**src/rtl/riscv_hazard_pkg.sv**
```systemverilog
// Shared definitions for the pipeline hazard controller: clear codes and
// the divide sequencer state encoding.
package riscv_hazard_pkg;

  localparam logic [1:0] CLR_NORM  = 2'b00;
  localparam logic [1:0] CLR_STALL = 2'b01;
  localparam logic [1:0] CLR_FLUSH = 2'b11;

  localparam int DIV_CNT_W = 8;

  typedef enum logic {
    IDLE = 1'b0,
    DIV  = 1'b1
  } div_state_t;

endpackage

```
**src/rtl/hazard_div_timer.sv**
```systemverilog
// Divide sequencer: tracks how long a multi-cycle divide has held EX and
// flags the final (release) cycle.
module hazard_div_timer
  import riscv_hazard_pkg::*;
#(
  parameter int DIV_CYCLES = 32
) (
  input  logic clk,
  input  logic rst,
  input  logic start,
  output logic busy,
  output logic last
);

  localparam bit MULTI = (DIV_CYCLES >= 2);
  localparam int LOAD_INT = MULTI ? (DIV_CYCLES - 2) : 0;
  localparam logic [DIV_CNT_W-1:0] CNT_LOAD = DIV_CNT_W'(LOAD_INT);

  div_state_t state, state_n;
  logic [DIV_CNT_W-1:0] cnt, cnt_n;

  always_ff @(posedge clk or posedge rst) begin
    if (rst) begin
      state <= IDLE;
      cnt   <= '0;
    end else begin
      state <= state_n;
      cnt   <= cnt_n;
    end
  end

  // The first stall cycle is spent in IDLE, so DIV only needs DIV_CYCLES-2
  // further stall cycles before its release cycle at cnt==0.
  always_comb begin
    state_n = state;
    cnt_n   = cnt;
    case (state)
      IDLE: begin
        if (start && MULTI) begin
          state_n = DIV;
          cnt_n   = CNT_LOAD;
        end
      end
      DIV: begin
        if (cnt == '0) state_n = IDLE;
        else           cnt_n   = cnt - 1'b1;
      end
      default: state_n = IDLE;
    endcase
  end

  assign busy = (state == DIV);
  assign last = busy && (cnt == '0);

endmodule

```
**src/rtl/hazard_ctrl.sv**
```systemverilog
// Pipeline hazard controller: divide stalls, branch flushes and load-use
// stalls. Define HAZARD_PERF_EN to add stall/flush performance counters.
module hazard_ctrl
  import riscv_hazard_pkg::*;
#(
  parameter int DIV_CYCLES = 32,
  parameter int REG_ADDR_W = 5
) (
  input  logic                  clk,
  input  logic                  rst,
  input  logic [REG_ADDR_W-1:0] id_rs1,
  input  logic [REG_ADDR_W-1:0] id_rs2,
  input  logic                  id_uses_rs1,
  input  logic                  id_uses_rs2,
  input  logic [REG_ADDR_W-1:0] ex_rd,
  input  logic                  ex_mem_read,
  input  logic                  ex_branch_taken,
  input  logic                  ex_div_start,
  output logic                  pc_write,
  output logic [1:0]            if_id_clear,
  output logic [1:0]            id_ex_clear,
  output logic [1:0]            ex_mem_clear,
  output logic [1:0]            mem_wb_clear,
  output logic                  busy
`ifdef HAZARD_PERF_EN
  ,
  output logic [31:0]           perf_stall_cycles,
  output logic [31:0]           perf_flush_events
`endif
);

  localparam bit MULTI = (DIV_CYCLES >= 2);

  logic div_last;
  logic div_stall;
  logic load_use;
  logic branch_flush;

  hazard_div_timer #(
    .DIV_CYCLES(DIV_CYCLES)
  ) u_div_timer (
    .clk  (clk),
    .rst  (rst),
    .start(ex_div_start),
    .busy (busy),
    .last (div_last)
  );

  // In the release cycle of a divide ex_div_start is ignored so the
  // branch and load-use rules get their normal chance.
  assign div_stall = busy ? !div_last : (ex_div_start && MULTI);

  assign load_use = ex_mem_read && (ex_rd != '0) &&
                    ((id_uses_rs1 && (id_rs1 == ex_rd)) ||
                     (id_uses_rs2 && (id_rs2 == ex_rd)));

  assign branch_flush = !rst && !div_stall && ex_branch_taken;

  always_comb begin
    pc_write     = 1'b1;
    if_id_clear  = CLR_NORM;
    id_ex_clear  = CLR_NORM;
    ex_mem_clear = CLR_NORM;
    mem_wb_clear = CLR_NORM;
    if (rst) begin
      pc_write     = 1'b0;
      if_id_clear  = CLR_FLUSH;
      id_ex_clear  = CLR_FLUSH;
      ex_mem_clear = CLR_FLUSH;
      mem_wb_clear = CLR_FLUSH;
    end else if (div_stall) begin
      pc_write     = 1'b0;
      if_id_clear  = CLR_STALL;
      id_ex_clear  = CLR_STALL;
      ex_mem_clear = CLR_FLUSH;
    end else if (ex_branch_taken) begin
      if_id_clear  = CLR_FLUSH;
      id_ex_clear  = CLR_FLUSH;
    end else if (load_use) begin
      pc_write     = 1'b0;
      if_id_clear  = CLR_STALL;
      id_ex_clear  = CLR_FLUSH;
    end
  end

`ifdef HAZARD_PERF_EN
  always_ff @(posedge clk or posedge rst) begin
    if (rst) begin
      perf_stall_cycles <= '0;
      perf_flush_events <= '0;
    end else begin
      if (!pc_write)    perf_stall_cycles <= perf_stall_cycles + 32'd1;
      if (branch_flush) perf_flush_events <= perf_flush_events + 32'd1;
    end
  end
`else
  logic unused_flush;
  assign unused_flush = branch_flush;
`endif

endmodule

```
**config.mk**
```make
export PLATFORM = sky130hd
export DESIGN_NAME = hazard_ctrl
export DESIGN_NICKNAME = d
export VERILOG_FILES = /design/src/rtl/riscv_hazard_pkg.sv /design/src/rtl/hazard_div_timer.sv /design/src/rtl/hazard_ctrl.sv
export SDC_FILE = /design/constraint.sdc
export NUM_CORES = 1
export LEC_CHECK = 0
export CAP_MARGIN = 20
export CORE_MARGIN = 1.5
export CORE_UTILIZATION = 37
export DETAILED_ROUTE_END_ITERATION = 7
export PLACE_DENSITY = 0.83
export REMOVE_ABC_BUFFERS = 1
export SYNTH_ARGS = -nofsm -noshare
export SYNTH_HDL_FRONTEND = slang
export SYNTH_SLANG_ARGS = --single-unit
```
**constraint.sdc**
```tcl
create_clock -name clk -period 1.7 [get_ports clk]
set_input_delay 0.34 -clock clk [delete_from_list [all_inputs] [get_ports clk]]
set_output_delay 0.34 -clock clk [all_outputs]
set_load 0.02 [all_outputs]
```
==> impl_metrics.ini <==
[run_status]
status = complete, but fails checks
violations = negative setup slack

[placement]
dp.cells = 157
gp_congestion = 0.819
dp_hpwl_um = 1760
numPortBuffers = 31
place_ws_ns = -1.07

[sta]
tightest_slew_ns = 0.285
min_period_ns = 2.17
fin_ws_ns = -0.467
timing_hold_violations_final = 0
fin_crit_sh = 1.27
rsz0062_at_grt = yes
relSlewSlack = 0.808
skew_ns = 0.00182
setup_tns_ns = -2.78
fmax_mhz = 461
setup_violations = 7
maxSlewViolCount = 0

[route]
drt-total-wl_um = 2350
drt_pre_antenna_iters = 4
drc = 0
wl_per_cell_um = 14.0
via_per_inst = 5.14
drt_iter0_markers = 18
vias = 864
ant_nets = 0

[die]
ios = 32
coreArea_um2 = 1940
rows = 16
die_height_um = 48.1
initial_core_util = 0.388
chipWidth_um = 48.1
die_area_um2 = 2320

[cells_and_area]
seq_area_um2 = 225
drive_above_1_share = 0.475
final_cell_mix = 26 x buf_4, 11 x buf_6, 10 x xor2_1, 10 x dlygate4sd2_1, 9 x dfrtp_1
multi_input_comb_area_um2 = 577
layout.cells.non_filler = 168
antenna_cells = 0
finalCoreUtilization = 0.729
layout_commonest_cell = buf_4
synthToLayoutAreaGrowth_pct = 88.0
n_fill_cell = 155
nets = 166

[logic_synthesis]
ys_ff_latch = 9
mappedNetlistArea_um2 = 753
ys_warn_count = 0
seq_area_frac_synth = 0.299
synthCells = 82
ys_types = 39
avgSynthCellArea_um2 = 9.19

[min_path]
hold_path.class = reg -> reg

[setup_path]
end_kind = output port
crit_path_start_kind = flip-flop
worstPathCellList = inv_2, ha_4, nor4b_4, a31o_4, inv_4, o311ai_4, buf_6
cp_top_family = compound AO/OA/AOI/OAI gates
worst_path_max_delay_cell = dfrtp_1
critPathKind = reg -> out
slowest_delay_ns = 0.39
worst-endpoint-required_ns = 1.36
worst_ep_arrival_time_ns = 1.83
worstPathMaxFanout = 3
critPathBufInv = 3

[global_routing]
grt_max_degree = 12
grt_antenna_before_repair = 0
grt_use_total = 0.223
grt_pass1_vias = 887
grt_pass1_wl_um = 3550
gr-total-overflow = 0

[cts]
cts_hold_buf = 0
cts_tree = built
cts_buffers = 3
clk_pin_slew_ns = 0.07
cts_buffer_depth = 2
numClockSinks = 9
htreeDepth = 1
cts-root-buf = clkbuf_4
worstSkewPairLatency_ns = 0.27

[power_and_ir_drop]
power_leakage_nw = 0.616
peakVddDrop_uv = 552
power_mw = 1.60
power_density_nw_per_um2 = 1130

[run]
max_cap_violations = 0
-- where the power goes --
group | leakage [nW] | internal, mW | switching, mW | total, mW
clock network | 0.0150 | 0.0909 | 0.0850 | 0.176
logic | 0.499 | 0.576 | 0.446 | 1.02
registers | 0.102 | 0.314 | 0.0855 | 0.399
-- synth_stat cells --
library cell	n	area, um^2
and2_1	1	6.26
o21ai_0	3	15.0
nor2_1	2	7.51
nand4_1	1	6.26
buf_1	1	3.75
inv_1	4	15.0
nor2b_1	1	6.26
or3_4	1	11.3
a31o_4	1	17.5
or4b_1	1	10.0
a32oi_1	1	8.76
o211ai_1	1	7.51
a21o_1	1	7.51
a2111oi_2	1	15.0
xor2_1	10	87.6
o211ai_2	1	12.5
or2_2	1	6.26
ha_1	2	25.0
or4_1	1	7.51
a31oi_1	1	6.26
nor4_1	2	12.5
nand2b_1	1	6.26
a21oi_1	3	15.0
and3_1	1	6.26
buf_4	4	30.0
and2_0	1	6.26
dfrtp_1	9	225
a41oi_1	1	8.76
o311ai_1	1	8.76
o31ai_1	1	7.51
and4_4	1	11.3
nand2_1	8	30.0
inv_4	1	6.26
o21ai_1	3	15.0
nor4b_4	1	23.8
o311a_2	1	11.3
o311ai_0	1	8.76
nor3_1	4	20.0
xnor2_1	2	17.5
-- repair_timing --
item                       4_1_cts  5_1_grt
buffers inserted                 8        3
pin swaps                       11        7
cloned                           0        0
gates resized for setup         79       21
setup endpoints to repair       11       15
-- layout make-up --
type,count,share of cell area
Timing Repair Buffer,60,0.376
Multi-Input combinational cell,63,0.407
Sequential cell,9,0.159
Clock buffer,4,0.0186
Tap cell,27,0.0239
Inverter,5,0.0150
-- sequential cells by signal, summed over array words and instances, names as in the netlist --
register and cells:
u_div_timer.cnt 8, u_div_timer.busy 1
-- path summary, 6_finish.rpt --
path | start | endpoint | slack [ns] | cells after the start
max | u_div_timer.cnt[1]$_DFFE_PP0P_ | id_ex_clear[1] | -0.47 | 7
min | u_div_timer.cnt[0]$_DFFE_PP0P_ | u_div_timer.cnt[0]$_DFFE_PP0P_ | 0.61 | 2
min in group asynchronous | rst | u_div_timer.cnt[0]$_DFFE_PP0P_ | 0.64 | 3
max reg2reg | u_div_timer.cnt[1]$_DFFE_PP0P_ | u_div_timer.cnt[4]$_DFFE_PP0P_ | 0.05 | 8
min reg2reg | u_div_timer.cnt[0]$_DFFE_PP0P_ | u_div_timer.cnt[0]$_DFFE_PP0P_ | 0.61 | 2
max in group asynchronous | rst | u_div_timer.cnt[4]$_DFFE_PP0P_ | 0.92 | 3
-- tightest hold or removal path, stage by stage (launching register included) --
cell,delay (ns)
dfrtp_1,0.36
buf_4,0.13
o21ai_0,0.08
-- metal layers --
layer	up-vias	share of wire	global-route usage
met3	11	0.045	0.0296
li1	419	-	-
met4	0	0.026	0.0919
met2	40	0.59	0.472
met5	-	0	0
met1	394	0.34	0.205
-- through the flow --
step | hold WS [ns] | area (um^2)
2_1_floorplan | 0.200 | 719
3_3_place_gp | 0.569 | 1230
3_5_place_dp | 0.572 | 1230
4_1_cts | 0.537 | 1330
5_1_grt | 0.657 | 1420
6_report | 0.606 | 1420
-- cells by family (layout without fill, tap and decap cells) --
group | Yosys count | in the layout | share of synthesized area
fa+ha+maj | 2 | 2 | 0.0332
buf+inv | 10 | 69 | 0.0731
simple gates | 28 | 28 | 0.236
compound gates | 21 | 21 | 0.219
flops | 9 | 9 | 0.299
xor+xnor | 12 | 12 | 0.140
No activity file was read; power rests on OpenSTA's default activity.
